$ cat src/rtl/dma_ahb_pkg.sv
// Shared AHB3-Lite encodings and helpers for the DMA address-phase sequencer.
package dma_ahb_pkg;

  typedef enum logic [1:0] {
    HTRANS_IDLE   = 2'd0,
    HTRANS_BUSY   = 2'd1,
    HTRANS_NONSEQ = 2'd2,
    HTRANS_SEQ    = 2'd3
  } htrans_t;

  typedef enum logic [2:0] {
    HBURST_SINGLE = 3'd0,
    HBURST_INCR   = 3'd1,
    HBURST_WRAP4  = 3'd2,
    HBURST_INCR4  = 3'd3,
    HBURST_WRAP8  = 3'd4,
    HBURST_INCR8  = 3'd5,
    HBURST_WRAP16 = 3'd6,
    HBURST_INCR16 = 3'd7
  } hburst_t;

  typedef enum logic [2:0] {
    HSIZE_BYTE  = 3'd0,
    HSIZE_HALF  = 3'd1,
    HSIZE_WORD  = 3'd2,
    HSIZE_DWORD = 3'd3
  } hsize_t;

  typedef enum logic [2:0] {
    ST_IDLE  = 3'd0,
    ST_REQ   = 3'd1,
    ST_BURST = 3'd2,
    ST_DRAIN = 3'd3,
    ST_DONE  = 3'd4
  } seq_state_t;

  localparam int KB_BOUNDARY = 1024;

  // The reserved size code 3 behaves as a word transfer.
  function automatic logic [1:0] eff_size(input logic [1:0] size);
    return (size == 2'd3) ? 2'd2 : size;
  endfunction

  function automatic logic [4:0] burst_beats(input logic [1:0] code);
    case (code)
      2'd0:    return 5'd1;
      2'd1:    return 5'd4;
      2'd2:    return 5'd8;
      default: return 5'd16;
    endcase
  endfunction

  function automatic hburst_t burst_hburst(input logic [1:0] code);
    case (code)
      2'd0:    return HBURST_SINGLE;
      2'd1:    return HBURST_INCR4;
      2'd2:    return HBURST_INCR8;
      default: return HBURST_INCR16;
    endcase
  endfunction

endpackage

$ cat src/rtl/dma_haddr_seq_if.sv
// AHB address-phase signals plus the external grant for one DMA stream port.
interface dma_haddr_seq_if
  import dma_ahb_pkg::*;
#(
  parameter int wbus = 32
) ();

  logic [wbus-1:0] haddr;
  htrans_t         htrans;
  hsize_t          hsize;
  hburst_t         hburst;
  logic            grant;
  logic            hready;

  modport master (output haddr, htrans, hsize, hburst, input grant, hready);
  modport slave  (input haddr, htrans, hsize, hburst, output grant, hready);

endinterface

$ cat src/rtl/dma_haddr_step.sv
// Combinational address step and burst-length selection for the sequencer.
module dma_haddr_step
  import dma_ahb_pkg::*;
#(
  parameter int wbus = 32,
  parameter int wcnt = 16
) (
  input  logic [wbus-1:0] addr,
  input  logic [wcnt-1:0] remain,
  input  logic [1:0]      size,
  input  logic            inc,
  input  logic [1:0]      burst,
  input  logic            advance,
  output logic [wbus-1:0] next_addr,
  output logic [4:0]      len,
  output hburst_t         hburst
);

  logic [1:0]      sz;
  logic [wbus-1:0] beat_bytes;
  logic [9:0]      eval_low;
  logic [wcnt-1:0] eval_remain;
  logic [4:0]      nominal;
  logic [10:0]     span_end;
  logic            crosses;
  logic            too_short;
  logic            single;

  assign sz         = eff_size(size);
  assign beat_bytes = wbus'(1) << sz;
  assign next_addr  = inc ? addr + beat_bytes : addr;

  // With advance set the burst is sized for the position after the beat now
  // being accepted, so a back-to-back burst can start without a gap cycle.
  assign eval_low    = advance ? next_addr[9:0] : addr[9:0];
  assign eval_remain = advance ? remain - wcnt'(1) : remain;

  assign nominal   = burst_beats(burst);
  assign span_end  = 11'(eval_low) + (11'(nominal) << sz);
  assign crosses   = span_end > 11'(KB_BOUNDARY);
  assign too_short = eval_remain < wcnt'(nominal);
  assign single    = !inc || too_short || crosses;

  assign len    = single ? 5'd1 : nominal;
  assign hburst = single ? HBURST_SINGLE : burst_hburst(burst);

endmodule

$ cat src/rtl/dma_haddr_seq.sv
// Address-phase sequencer for one DMA stream port on AHB3-Lite.
//
// state    | meaning
// IDLE     | waiting for start; config latched on start
// REQ      | address bus idle, waiting for grant (or abort)
// BURST    | issuing beats of one fixed-length burst
// DRAIN    | last data phase outstanding, wait for hready
// DONE     | one-cycle completion pulse
module dma_haddr_seq
  import dma_ahb_pkg::*;
#(
  parameter int wbus = 32,
  parameter int wcnt = 16
) (
  input  logic            i_clk,
  input  logic            i_nreset,
  input  logic            i_start,
  input  logic [wbus-1:0] i_base,
  input  logic [wcnt-1:0] i_ndata,
  input  logic [1:0]      i_size,
  input  logic            i_inc,
  input  logic [1:0]      i_burst,
  input  logic            i_abort,
  dma_haddr_seq_if.master bus,
  output logic            o_busy,
  output logic            o_done,
  output logic [wcnt-1:0] o_remain
);

  seq_state_t      state_q, state_d;
  logic [wbus-1:0] addr_q, addr_d;
  logic [wcnt-1:0] remain_q, remain_d;
  logic [1:0]      size_q, size_d;
  logic            inc_q, inc_d;
  logic [1:0]      burst_q, burst_d;
  hburst_t         hburst_q, hburst_d;
  logic [4:0]      beats_q, beats_d;
  logic            seq_q, seq_d;

  logic [wbus-1:0] base_aligned;
  logic [wbus-1:0] step_addr;
  logic [4:0]      step_len;
  hburst_t         step_hburst;

  dma_haddr_step #(
    .wbus(wbus),
    .wcnt(wcnt)
  ) u_step (
    .addr      (addr_q),
    .remain    (remain_q),
    .size      (size_q),
    .inc       (inc_q),
    .burst     (burst_q),
    .advance   (state_q == ST_BURST),
    .next_addr (step_addr),
    .len       (step_len),
    .hburst    (step_hburst)
  );

  assign base_aligned = i_base & ~((wbus'(1) << eff_size(i_size)) - wbus'(1));

  always_ff @(posedge i_clk or negedge i_nreset) begin
    if (!i_nreset) begin
      state_q  <= ST_IDLE;
      addr_q   <= '0;
      remain_q <= '0;
      size_q   <= '0;
      inc_q    <= 1'b0;
      burst_q  <= '0;
      hburst_q <= HBURST_SINGLE;
      beats_q  <= '0;
      seq_q    <= 1'b0;
    end else begin
      state_q  <= state_d;
      addr_q   <= addr_d;
      remain_q <= remain_d;
      size_q   <= size_d;
      inc_q    <= inc_d;
      burst_q  <= burst_d;
      hburst_q <= hburst_d;
      beats_q  <= beats_d;
      seq_q    <= seq_d;
    end
  end

  always_comb begin
    state_d  = state_q;
    addr_d   = addr_q;
    remain_d = remain_q;
    size_d   = size_q;
    inc_d    = inc_q;
    burst_d  = burst_q;
    hburst_d = hburst_q;
    beats_d  = beats_q;
    seq_d    = seq_q;

    case (state_q)
      ST_IDLE: begin
        if (i_start) begin
          addr_d   = base_aligned;
          remain_d = i_ndata;
          size_d   = i_size;
          inc_d    = i_inc;
          burst_d  = i_burst;
          state_d  = (i_ndata == '0) ? ST_DONE : ST_REQ;
        end
      end
      ST_REQ: begin
        if (i_abort) begin
          state_d = ST_DONE;
        end else if (bus.grant) begin
          state_d  = ST_BURST;
          hburst_d = step_hburst;
          beats_d  = step_len;
          seq_d    = 1'b0;
        end
      end
      ST_BURST: begin
        if (bus.hready) begin
          remain_d = remain_q - wcnt'(1);
          addr_d   = step_addr;
          seq_d    = 1'b1;
          beats_d  = beats_q - 5'd1;
          // Grant and abort only matter once the final beat of a burst goes.
          if (beats_q == 5'd1) begin
            if (remain_q == wcnt'(1) || i_abort) begin
              state_d = ST_DRAIN;
            end else if (bus.grant) begin
              hburst_d = step_hburst;
              beats_d  = step_len;
              seq_d    = 1'b0;
            end else begin
              state_d = ST_REQ;
            end
          end
        end
      end
      ST_DRAIN: begin
        if (bus.hready) state_d = ST_DONE;
      end
      ST_DONE: begin
        state_d = ST_IDLE;
      end
      default: begin
        state_d = ST_IDLE;
      end
    endcase
  end

  assign bus.haddr  = addr_q;
  assign bus.htrans = (state_q != ST_BURST) ? HTRANS_IDLE :
                      (seq_q ? HTRANS_SEQ : HTRANS_NONSEQ);
  assign bus.hsize  = hsize_t'({1'b0, eff_size(size_q)});
  assign bus.hburst = hburst_q;

  assign o_busy   = (state_q == ST_REQ) || (state_q == ST_BURST) || (state_q == ST_DRAIN);
  assign o_done   = (state_q == ST_DONE);
  assign o_remain = remain_q;

endmodule

$ cat src/flat_wrapper.sv
// flat-port wrapper written by rule: the top's interface ports become plain ports
module dma_haddr_seq_flat import dma_ahb_pkg::*;
#(
  parameter int wbus = 32,
  parameter int wcnt = 16
)
  (i_clk, i_nreset, i_start, i_base, i_ndata, i_size, i_inc, i_burst, i_abort, o_busy, o_done, o_remain, bus_haddr, bus_htrans, bus_hsize, bus_hburst, bus_grant, bus_hready);
  dma_haddr_seq_if #(.wbus(wbus)) bus_i ();
  input  logic i_clk;
  input  logic i_nreset;
  input  logic i_start;
  input  logic [wbus-1:0] i_base;
  input  logic [wcnt-1:0] i_ndata;
  input  logic [1:0] i_size;
  input  logic i_inc;
  input  logic [1:0] i_burst;
  input  logic i_abort;
  output logic o_busy;
  output logic o_done;
  output logic [wcnt-1:0] o_remain;
  output wire logic [$bits(bus_i.haddr)-1:0] bus_haddr;
  output wire logic [$bits(bus_i.htrans)-1:0] bus_htrans;
  output wire logic [$bits(bus_i.hsize)-1:0] bus_hsize;
  output wire logic [$bits(bus_i.hburst)-1:0] bus_hburst;
  input wire logic [$bits(bus_i.grant)-1:0] bus_grant;
  input wire logic [$bits(bus_i.hready)-1:0] bus_hready;
  assign bus_haddr = bus_i.haddr;
  assign bus_htrans = bus_i.htrans;
  assign bus_hsize = bus_i.hsize;
  assign bus_hburst = bus_i.hburst;
  assign bus_i.grant = bus_grant;
  assign bus_i.hready = bus_hready;
  dma_haddr_seq #(.wbus(wbus), .wcnt(wcnt)) u_core (.i_clk(i_clk), .i_nreset(i_nreset), .i_start(i_start), .i_base(i_base), .i_ndata(i_ndata), .i_size(i_size), .i_inc(i_inc), .i_burst(i_burst), .i_abort(i_abort), .bus(bus_i), .o_busy(o_busy), .o_done(o_done), .o_remain(o_remain));
endmodule
$ cat config.mk
export PLATFORM = sky130hd
export DESIGN_NAME = dma_haddr_seq_flat
export DESIGN_NICKNAME = d
export VERILOG_FILES = /design/src/rtl/dma_ahb_pkg.sv /design/src/rtl/dma_haddr_seq_if.sv /design/src/rtl/dma_haddr_step.sv /design/src/rtl/dma_haddr_seq.sv /design/src/flat_wrapper.sv
export SDC_FILE = /design/constraint.sdc
export NUM_CORES = 1
export LEC_CHECK = 0
export CAP_MARGIN = 25
export CORE_UTILIZATION = 43
export DETAILED_ROUTE_END_ITERATION = 16
export PLACE_DENSITY = 0.71
export SLEW_MARGIN = 5
export SYNTH_ARGS = -nofsm -noshare
export SYNTH_HDL_FRONTEND = slang
export SYNTH_SLANG_ARGS = --single-unit
$ cat constraint.sdc
create_clock -name i_clk -period 5.1 [get_ports i_clk]
set_input_delay 1.53 -clock i_clk [delete_from_list [all_inputs] [get_ports i_clk]]
set_output_delay 1.53 -clock i_clk [all_outputs]
set_load 0.02 [all_outputs]
# Yosys cells after proc, flatten, opt, wreduce, memory -nomap -nowiden
# Cells that the tools add are included.
dict set report op_classes {
  addsub 5
  div 0
  shift 3
  bitwise_logic 2
  n_lt_le_gt_ge 2
  muxes 47
  eq_ne 21
  n_reduce_logical 17
  mul 0
}
# op n
set op_table {}
lappend op_table {{$mux 32} 3}
lappend op_table {{$pmux 32 s2} 1}
lappend op_table {{$shl 1x2->32 const A} 2}
lappend op_table {{$mux 16} 3}
lappend op_table {{$mux 3} 15}
lappend op_table {{$mux 5} 7}
lappend op_table {{$add 32x32->32} 1}
lappend op_table {{$and 32x32->32} 1}
lappend op_table {{$not 32->32} 1}
lappend op_table {{$pmux 16 s2} 1}
lappend op_table {{$sub 32x1->32 const B} 1}
lappend op_table {{$eq 16x1->1 const B} 1}
lappend op_table {{$logic_not 16->1} 1}
lappend op_table {{$lt 16x5->1} 1}
lappend op_table {{$sub 16x1->16 const B} 1}
lappend op_table {{$pmux 5 s3} 1}
lappend op_table {{$ne 2x2->1 const B} 6}
lappend op_table {{$pmux 3 s4} 1}
lappend op_table {{$add 10x11->11} 1}
lappend op_table {{$gt 11x11->1 const B} 1}
lappend op_table {{$shl 5x2->11} 1}
lappend op_table {{$mux 10} 1}
lappend op_table {{$pmux 5 s2} 1}
lappend op_table {{$pmux 3 s3} 1}
lappend op_table {{other kinds (24)} 43}
dict set report totals {
  reg_bits 65
  ram_bits 0
  memories 0
  inputBits 59
  rom_bits 0
  out_inout_bits 58
  word_cells 107
  latchBits 0
}

# Depth between registers and ports, before layout
# Gate-level depths: netlist of the first run.
dict set report depth {
  word_depth 15
  mapped_depth 17
}

# Modules after synthesis
# From an unflattened synthesis of the first run, not the netlist that was laid out.
dict set report hier_totals {
  hier_cells 649
  hier_area_um2 5187.5
}
# mod area_per_inst_um2 n_inst cells_per_inst
set modules_own_cells {}
lappend modules_own_cells {dma_haddr_seq 3438.3 1 399}
lappend modules_own_cells {dma_haddr_step 1749.2 1 250}

# Worst setup path before layout of the first run
# Ideal clock, no wire load.
dict set report synth_path {
  path_kind {register -> register}
  start {reg u_core.size_q[1]}
  end {reg u_core.hburst_q[1] (netlist: u_core.bus.hburst[1])}
  setup_ps 96
  arrival_ps 4094
  required_time_ps 5004
  stages_incl_launch_ff 17
  setup_slack_ps 911
  path_cell_list {dfrtp_1 -> clkbuf_1 -> nor2_1 -> ha_1 -> fa_1 -> a211oi_1 -> or2_1 -> nor2_1 -> xnor2_1 -> ha_1 -> a21o_1 -> a221oi_2 -> xnor2_1 -> a2111oi_0 -> a211oi_1 -> or2_2 -> o31ai_1}
}
dict set report synth_via {
  elab_chain_cells 15
  word_cells_on_any_way 17
  classes_between {add/sub: 2; order compare: 1; eq/ne: 1; shift: 2; mux: 10; reduce/logical: 1}
}
# element line_no
set synth_rtl {}
lappend synth_rtl {{from (decl)} dma_haddr_seq.sv:33} ;# logic [1:0] size_q, size_d;
lappend synth_rtl {{from (signal assigned)} dma_haddr_seq.sv:77} ;# size_q <= size_d;
lappend synth_rtl {{$eq 2x2->1} dma_ahb_pkg.sv:41} ;# return (size == 2'd3) ? 2'd2 : size;
lappend synth_rtl {{$mux 2 *} dma_ahb_pkg.sv:41}
lappend synth_rtl {{$shl 1x2->32} dma_haddr_step.sv:30} ;# assign beat_bytes = wbus'(1) << sz;
lappend synth_rtl {{$add 32x32->32} dma_haddr_step.sv:31} ;# assign next_addr = inc ? addr + beat_bytes : addr;
lappend synth_rtl {{$mux 32} dma_haddr_step.sv:31}
lappend synth_rtl {{$mux 10} dma_haddr_step.sv:35} ;# assign eval_low = advance ? next_addr[9:0] : addr[9:0];
lappend synth_rtl {{$add 10x11->11 *} dma_haddr_step.sv:39} ;# assign span_end = 11'(eval_low) + (11'(nominal) << sz);
lappend synth_rtl {{$gt 11x11->1 *} dma_haddr_step.sv:40} ;# assign crosses = span_end > 11'(KB_BOUNDARY);
lappend synth_rtl {{$logic_or 1x1->1 *} dma_haddr_step.sv:42} ;# assign single = !inc || too_short || crosses;
lappend synth_rtl {{$mux 3 *} dma_haddr_step.sv:45} ;# assign hburst = single ? HBURST_SINGLE : burst_hburst(burst);
lappend synth_rtl {{$mux 3 *} {dma_haddr_seq.sv:111, dma_haddr_seq.sv:128}}
lappend synth_rtl {{$mux 3} dma_haddr_seq.sv:126} ;# if (remain_q == wcnt'(1) || i_abort) begin
lappend synth_rtl {{$mux 3} dma_haddr_seq.sv:125} ;# if (beats_q == 5'd1) begin
lappend synth_rtl {{$mux 3} dma_haddr_seq.sv:119} ;# if (bus.hready) begin
lappend synth_rtl {{$pmux 3 s2 *} dma_haddr_seq.sv:97} ;# case (state_q)
lappend synth_rtl {{to (signal assigned)} dma_haddr_seq.sv:80} ;# hburst_q <= hburst_d;
lappend synth_rtl {{to (decl)} dma_haddr_seq.sv:36} ;# hburst_t hburst_q, hburst_d;
# Every way passes the cells marked *; elsewhere a longest branch is shown, timed or not. The select of a mux whose other input is x is not followed.
# A chain may end at the register's enable or synchronous reset.

# Worst setup path after layout of the first run
# Same ends and word-level chain as after synthesis.

==> metrics.cfg, run 1 <==
[layout]
post-route-util=0.5742
fill_cells=1065
finalNetCount=815
diodes=0
drive_gt1_frac=0.06486
area_growth_pct=30.61

[detailed_routing]
final_antenna_net_count=0
dr.pass1.iters=5
wl_per_cell_um=17.16
vias=5408
drtIter0Drc=395
wl_um=15150
routed_via_density=6.125
drc=0

[setup_path]
critPathMaxStageDelay_ps=550
path_cells=nor2_1 > ha_1 > fa_1 > a211oi_1 > or2_1 > nor2_1 > xnor2_1 > ha_1 > a21o_1 > a221oi_2 > xnor2_1 > a2111oi_0 > a211oi_1 > or2_2 > o31ai_1
cp-start-kind=register
cp_max_fo=12
crit_family=compound AO/OA/AOI/OAI gates
cpMaxStageDelayCell=dfrtp_1
required_ps=5330
arrival_ps=4970
cp-end-kind=register
crit_type=register to register
cp_num_buf_inv=0

[die]
die_h_um=109.8
initial_utilization=0.4396
ios=117
fp.dieArea_um2=12060
num_rows=39
die_w_um=109.8
fp.coreArea_um2=11370

[synth]
synth-edff-count=0
synth_common_cells=a21oi_1 (88), dfrtp_1 (65), o21ai_0 (62)
avgSynthCellArea_um2=7.762
synth_most_common_cell=a21oi_1
ys_seq_area_frac=0.3254
synth_ff_type=dfrtp_1
async_reset_ff_frac=1.000
yosys_warnings=0
syn-cell-area_um2=4999
ys_types=72
synth_top_area_cell=dfrtp_1
synth-seq-cells=65
ys_top_cells_by_area=dfrtp_1 (33%), a21oi_1 (8.8%), o21ai_0 (6.2%), ha_1 (4.8%), nand2_1 (4.5%)
synthCells=644
synth_top_area_frac=0.3254

[global_routing]
grt_pass1_vias=5030
antenna_found_initial=0
grt_remaining_overflow=0
track_usage=0.2615
grt_max_degree=76
grt_pass1_wl_um=24700

[clocking]
cts_made_buffers=9
cts-root-buf=clkbuf_16
clockBufferDepth=2
h-tree-depth=3
clock_latency_ps=330
cts.sinks=65
cts_tree=yes
cts-resized-gates=0
holdBufCountCts=0
clk_pin_slew_ps=60
cts_setup_buffers=0

[power_and_ir_drop]
finalPower_w=0.004473
power_density_nw_per_um2=685.1
vdd_ir_drop_max_v=0.0003062
p_leak_nw=2.534

[sta]
drv_slew=0
skew_ps=8.275
setup_viol=0
period_needed_ps=4738
rsz0062_at_grt=false
worst_slack_ps=361.7
min_period_over_period=0.9291
fmax_mhz=211.0
worst_slew_pin_slew_ps=935.7
finalHoldViolations=0
slew_headroom=0.3714
tns_ps=0

[placement]
gp_congestion=0.8954
post-place-ws_ps=506.0
place_hpwl_um=11120
portBuffers=115

[run]
maxCapViolCount=0

[worst_hold_path]
hp-class=register to register

[outcome]
outcome=finished clean

stage by stage:
stage	hold WS (ps)	std cells	cell area [µm²]
after CTS	487.7	883	6529
final	481.3	883	6529
after global placement	458.1	866	6206
after floorplan	441.8	646	5006
after global routing	507.0	883	6529
after detailed placement	476.0	867	6226
worst register-to-register path: cells and delay by family (launching register included):
family | cells | cell delay [ps]
fa+ha+maj | 3 | 1050
compound gates | 6 | 1970
flops | 1 | 550
xor+xnor | 2 | 260
simple gates | 4 | 810
worst paths after layout:
check | start | slack [ps] | endpoint | depth (start not counted)
max reg2reg | u_core.size_q[1] | 360 | u_core.bus.hburst[1] | 15
min | u_core.seq_q | 480 | u_core.seq_q | 2
max in group asynchronous | i_nreset | 3350 | u_core.bus.haddr[10] | 2
min reg2reg | u_core.seq_q | 480 | u_core.seq_q | 2
min in group asynchronous | i_nreset | 1130 | u_core.state_q[1] | 1
max | u_core.size_q[1] | 360 | u_core.bus.hburst[1] | 15
logic make-up (layout without fill, tap and decap cells):
kind of cell	after synthesis	after routing	synth area share
flip-flops	65	65	0.3254
XOR/XNOR	12	12	0.02103
AO/OA/AOI/OAI	251	251	0.3114
buffers and inverters	70	164	0.05782
other	1	3	0.0007502
adder cells (fa/ha/maj)	21	21	0.05557
AND/OR/NAND/NOR	220	220	0.2190
multiplexers	4	4	0.009011
cells in the final DEF (no fill, tap or decap), types with 5 or more instances in the layout:
cell	instances
inv_1	22
nor2b_1	6
nand2_1	60
clkbuf_16	9
ha_1	19
o22a_1	7
nor3_1	17
or2_2	5
and3_1	8
xnor2_1	8
o31ai_1	12
a21o_1	8
nand4_1	7
nor2_1	55
dfrtp_1	65
nor4_1	9
or3_1	6
nand3_1	22
clkdlybuf4s50_1	114
a211oi_1	6
buf_4	9
o22ai_1	15
a21oi_1	87
o211ai_1	6
o21ai_0	62
flip-flops by register name, indices dropped and copies added, names as in the netlist:
signal	count
u_core.beats_q	5
u_core.seq_q	1
u_core.size_q	2
u_core.inc_q	1
u_core.burst_q	2
u_core.state_q	3
u_core.bus.hburst	3
u_core.bus.haddr	32
u_core.o_remain	16
power breakdown:
part	internal (W)	total [W]	switching, W
Clock	0.000383	0.000632	0.000249
Combinational	0.00114	0.00266	0.00152
Sequential	0.000770	0.00118	0.000414
final cells by class:
class	instances	area, µm²	area share
Sequential cell	65	1627	0.2491
Timing Repair Buffer	125	1234	0.1890
Tap cell	143	178.9	0.02741
Clock inverter	7	77.57	0.01188
Multi-Input combinational cell	511	3100	0.4749
Clock buffer	9	225.2	0.03450
Inverter	23	86.33	0.01322
metal layers:
layer | GRT usage | routed length [µm]
met1 | 0.3589 | 7027
met3 | 0.04505 | 912
met5 | 0 | 0
met2 | 0.4196 | 7042
met4 | 0.07714 | 166
Power figures use the tool's default switching activity.
==> inputs of run 2 (changes only) <==
--- a/config.mk
+++ b/config.mk
@@ -9,6 +9,8 @@
 export CORE_UTILIZATION = 43
 export DETAILED_ROUTE_END_ITERATION = 16
 export PLACE_DENSITY = 0.71
+export SETUP_SLACK_MARGIN = 0.4
+export SKIP_CTS_REPAIR_TIMING = 1
 export SLEW_MARGIN = 5
 export SYNTH_ARGS = -nofsm -noshare
 export SYNTH_HDL_FRONTEND = slang
==> constraint.sdc (replaced) <==
create_clock -name i_clk -period 5.1 [get_ports i_clk]
set_input_delay 1.53 -clock i_clk [delete_from_list [all_inputs] [get_ports i_clk]]
set_output_delay 1.53 -clock i_clk [all_outputs]
set_load 0.005 [all_outputs]
==> run 2 against run 1 <==
Compared with the run above: setup slack better by 410 ps; flip-flop and latch count stayed put; combinational power fell by 9.4%; wire length increased by 1.4%; non-clock buffer count down 1; core utilization fell by 0.31 points; maximum frequency up 9.4%; clock power shrank 6.6%; first-iteration DRC count is 12% lower; clock skew shrank 1.0 ps; critical path type unchanged.
==> metrics.cfg, run 2 (same netlist as run 1, synthesis figures left out) <==
[global_routing]
antenna_found_initial=0
grt_pass1_vias=5064
grt_pass1_wl_um=24590
grt_max_degree=76
grt_remaining_overflow=0
track_usage=0.2648

[detailed_routing]
wl_um=15360
drc=0
routed_via_density=6.100
final_antenna_net_count=0
wl_per_cell_um=17.42
vias=5380
drtIter0Drc=348
dr.pass1.iters=5

[setup_path]
path_cells=nor2_1 > ha_1 > fa_1 > a211oi_2 > or2_1 > nor2_1 > xnor2_1 > ha_1 > a21o_1 > a221oi_2 > xnor2_1 > a2111oi_0 > a211oi_1 > or2_2 > o31ai_1
cpMaxStageDelayCell=dfrtp_2
cp-end-kind=register
r2r-end=u_core.beats_q[2]
critPathMaxStageDelay_ps=470
cp.depth=15
crit_family=compound AO/OA/AOI/OAI gates
r2r_slack_ps=770
required_ps=5340
crit_type=register to register
critPathCapture=u_core.beats_q[2]
regToRegStartpoint=u_core.size_q[1]
cp_num_buf_inv=0
reg2reg_depth=15
cp_max_fo=12
cp-start-kind=register
arrival_ps=4570
timing.critical_path.from=u_core.size_q[1]

[placement]
gp_congestion=0.9095
dpl.cell_count=866
portBuffers=115
place_hpwl_um=11100

[power_and_ir_drop]
vdd_ir_drop_max_v=0.0003227
power_density_nw_per_um2=644.3
p_leak_nw=2.513

[clocking]
h-tree-depth=3
clk_pin_slew_ps=60
cts.sinks=65
cts_made_buffers=9
cts_tree=yes
clock_latency_ps=340
clockBufferDepth=2
cts-root-buf=clkbuf_16

[layout]
largest_reg_flops=32
area_growth_pct=29.91
final_common_cell=clkdlybuf4s50_1
instances_no_fill=882
drive_gt1_frac=0.06631
fill_cells=1047
multi_input_area_um2=3105
final_cell_mix=clkdlybuf4s50_1 (114), a21oi_1 (87), dfrtp_1 (64)
regArea_um2=1628
diodes=0
finalNetCount=814

[sta]
slew_headroom=0.3783
tns_ps=0
worst_slew_pin_slew_ps=932.5
setup_viol=0
period_needed_ps=4330
fmax_mhz=230.9
rsz0062_at_grt=false
drv_slew=0
finalHoldViolations=0
skew_ps=7.243
hold_ws_ps=488.5
min_period_over_period=0.8490

[die]
fp.coreArea_um2=11370
die_h_um=109.8
fp.dieArea_um2=12060
ios=117
num_rows=39
initial_utilization=0.4396
die_w_um=109.8

[run]
maxCapViolCount=0

[outcome]
outcome=finished clean

[worst_hold_path]
hp-class=register to register

[run 2: how the worst min path moves through the flow]
stage          cells after the start              endpoint            startpoint  slack (ps)
6_report                           2  u_core.bus.hburst[1]  u_core.bus.hburst[1]         490
5_1_grt                            2  u_core.bus.hburst[1]  u_core.bus.hburst[1]         500
4_1_cts                            2  u_core.bus.hburst[1]  u_core.bus.hburst[1]         490
3_5_place_dp                       2  u_core.bus.hburst[1]  u_core.bus.hburst[1]         480
3_3_place_gp                       2  u_core.bus.hburst[2]  u_core.bus.hburst[2]         470
2_1_floorplan                      2          u_core.seq_q          u_core.seq_q         440
[run 2: cell type report]
| type | instances | share of cell area |
|---|---|---|
| clock buffers | 10 | 0.03680 |
| clock inverters | 6 | 0.006551 |
| inverters | 23 | 0.01329 |
| multi-input cells | 511 | 0.4782 |
| flip-flops and latches | 65 | 0.2507 |
| well taps | 143 | 0.02755 |
| repair buffers | 124 | 0.1869 |
[run 2: worst register-to-register path, stage by stage, from the launching register on]
cell       delay (ps)
dfrtp_2           470
nor2_1            100
ha_1              240
fa_1              450
a211oi_2          350
or2_1             240
nor2_1             70
xnor2_1           150
ha_1              380
a21o_1            220
a221oi_2          310
xnor2_1           110
a2111oi_0         380
a211oi_1          180
or2_2             350
o31ai_1           240
[run 2: per-stage QoR]
| step | worst slack (ps) | power [W] | util | area (µm²) |
|---|---|---|---|---|
| 4_1_cts | 563.5 | 0.004164 | 0.5706 | 6487 |
| 5_1_grt | 458.2 | 0.004534 | 0.5711 | 6494 |
| 3_5_place_dp | 597.6 | 0.003556 | 0.5458 | 6206 |
| 2_1_floorplan | 910.8 | 0.002634 | - | 5006 |
| 3_3_place_gp | 806.0 | 0.003473 | 0.5458 | 6206 |
| 6_report | 770.0 | 0.004184 | 0.5711 | 6494 |
[run 2: layer usage]
metal,vias to the layer above,wire (µm),global-route usage
met5,-,0,0
li1,2569,-,-
met4,0,257,0.09714
met3,24,1060,0.04979
met2,224,7226,0.4277
met1,2563,6819,0.3515
[run 2: where the power goes]
part | total (W) | switching [W] | leakage [nW] | internal (W)
clock | 0.000590 | 0.000247 | 0.135 | 0.000343
sequential | 0.00119 | 0.000416 | 0.770 | 0.000771
combinational | 0.00241 | 0.00127 | 1.61 | 0.00113
==> inputs of run 3 (changes only) <==
--- a/config.mk
+++ b/config.mk
@@ -8,7 +8,7 @@
 export CAP_MARGIN = 25
 export CORE_UTILIZATION = 43
 export DETAILED_ROUTE_END_ITERATION = 16
-export PLACE_DENSITY = 0.71
+export PLACE_DENSITY = 0.74
 export SETUP_SLACK_MARGIN = 0.4
 export SKIP_CTS_REPAIR_TIMING = 1
 export SLEW_MARGIN = 5
==> constraint.sdc (replaced) <==
create_clock -name i_clk -period 3.73 [get_ports i_clk]
set_input_delay 1.119 -clock i_clk [delete_from_list [all_inputs] [get_ports i_clk]]
set_output_delay 1.119 -clock i_clk [all_outputs]
set_load 0.005 [all_outputs]
==> run 3 against run 2 <==
Compared with the run above: via count up 2.3%; sequential power up 34%; flip-flop and latch count unchanged; design area up 4.9%; maximum frequency up 18%; final cell count up 3.3%; critical path type unchanged; critical path depth unchanged; clock power up 46%; wire length up 3.2%.
==> metrics.cfg, run 3 (same netlist as run 1, synthesis figures left out) <==
[outcome]
outcome=finished clean

[detailed_routing]
dr.pass1.iters=5
routed_via_density=6.040
final_antenna_net_count=0
wl_per_cell_um=17.41
vias=5502
drc=0
drtIter0Drc=399
wl_um=15860

[global_routing]
grt_max_degree=61
grt_pass1_wl_um=24860
antenna_found_initial=0
grt_remaining_overflow=0
grt_pass1_vias=5024
track_usage=0.2692

[setup_path]
crit_family=compound AO/OA/AOI/OAI gates
cp-end-kind=register
crit_type=register to register
cp-start-kind=register
timing.critical_path.from=u_core.size_q[1]
arrival_ps=3940
critPathMaxStageDelay_ps=460
cp.depth=15
regToRegStartpoint=u_core.size_q[1]
cp_num_buf_inv=2
required_ps=3990
cp_max_fo=5
reg2reg_depth=15
cpMaxStageDelayCell=dfrtp_2
path_cells=buf_4 > ha_1 > a211oi_1 > nor2_1 > buf_4 > nor3_1 > a21o_1 > ha_1 > and3_1 > a221oi_2 > xnor2_1 > a2111oi_2 > a211oi_2 > or3_1 > o211ai_1

[die]
initial_utilization=0.4396
die_h_um=109.8
fp.coreArea_um2=11370
fp.dieArea_um2=12060
ios=117
die_w_um=109.8
num_rows=39

[clocking]
clockBufferDepth=2
h-tree-depth=3
clock_latency_ps=340
cts-root-buf=clkbuf_16
cts.sinks=65
cts_tree=yes
cts_made_buffers=9
clk_pin_slew_ps=50

[sta]
drv_slew=0
rsz0062_at_grt=true
fmax_mhz=271.7
min_period_over_period=0.9867
worst_slew_pin_slew_ps=735.8
finalHoldViolations=0
period_needed_ps=3681
skew_ps=6.066
slew_headroom=0.5049
setup_viol=0

[layout]
final_cell_mix=clkdlybuf4s50_1 (114), a21oi_1 (87), dfrtp_1 (64)
finalNetCount=844
largest_reg_flops=32
diodes=0
drive_gt1_frac=0.1133
area_growth_pct=36.32
post-route-util=0.5993
final_common_cell=clkdlybuf4s50_1

[placement]
portBuffers=115
gp_congestion=0.8883
place_hpwl_um=11490

[power_and_ir_drop]
power_density_nw_per_um2=896.8
p_leak_nw=2.685
finalPower_w=0.006111
vdd_ir_drop_max_v=0.0004253

[worst_hold_path]
min_from=u_core.seq_q
hold_depth=2
hp-class=register to register

[run]
maxCapViolCount=0

[run 3: worst paths after layout]
check	endpoint	slack (ps)
setup / recovery	u_core.beats_q[4]	50
max in group asynchronous	u_core.size_q[1]	2150
setup reg to reg	u_core.beats_q[4]	50
hold reg to reg	u_core.seq_q	480
hold / removal	u_core.seq_q	480
min in group asynchronous	u_core.beats_q[1]	830
[run 3: metrics by stage]
| stage | setup TNS, ps | area [µm²] | setup slack, ps | hold slack (ps) | cells |
|---|---|---|---|---|---|
| 3_5_place_dp | -245.0 | 6424 | -82.13 | 474.3 | 890 |
| 6_report | 0 | 6814 | 49.45 | 477.3 | 911 |
| 3_3_place_gp | 0 | 6424 | 90.38 | 457.6 | 890 |
| 2_1_floorplan | 0 | 5066 | 82.37 | 441.8 | 646 |
| 5_1_grt | -610.5 | 6814 | -185.7 | 523.4 | 911 |
| 4_1_cts | -382.1 | 6720 | -102.8 | 486.3 | 905 |
[run 3: layer usage]
| metal | routed length, µm | global-route usage | up-vias |
|---|---|---|---|
| met5 | 0 | 0 | - |
| met4 | 170 | 0.07524 | 0 |
| met3 | 1029 | 0.05691 | 23 |
| met2 | 7651 | 0.4406 | 219 |
| met1 | 7008 | 0.3578 | 2636 |
| li1 | - | - | 2624 |
[run 3: where the power goes]
group	switching (W)	internal, W
combinational	0.00190	0.00177
sequential	0.000533	0.00106
clock	0.000313	0.000548
total	0.00274	0.00337
[run 3: cell type report]
type	instances	area, µm²
clock inverters	3	40.04
multi-input cells	511	3186
well taps	143	178.9
repair buffers	154	1439
clock buffers	12	256.5
fillers	1052	4556
flip-flops and latches	65	1628
inverters	23	86.33
[run 3: worst reg2reg max path, stage by stage (launching register included)]
cell,delay [ps]
dfrtp_2,460
buf_4,150
ha_1,260
a211oi_1,310
nor2_1,110
buf_4,150
nor3_1,240
a21o_1,130
ha_1,270
and3_1,180
a221oi_2,270
xnor2_1,140
a2111oi_2,270
a211oi_2,140
or3_1,350
o211ai_1,180
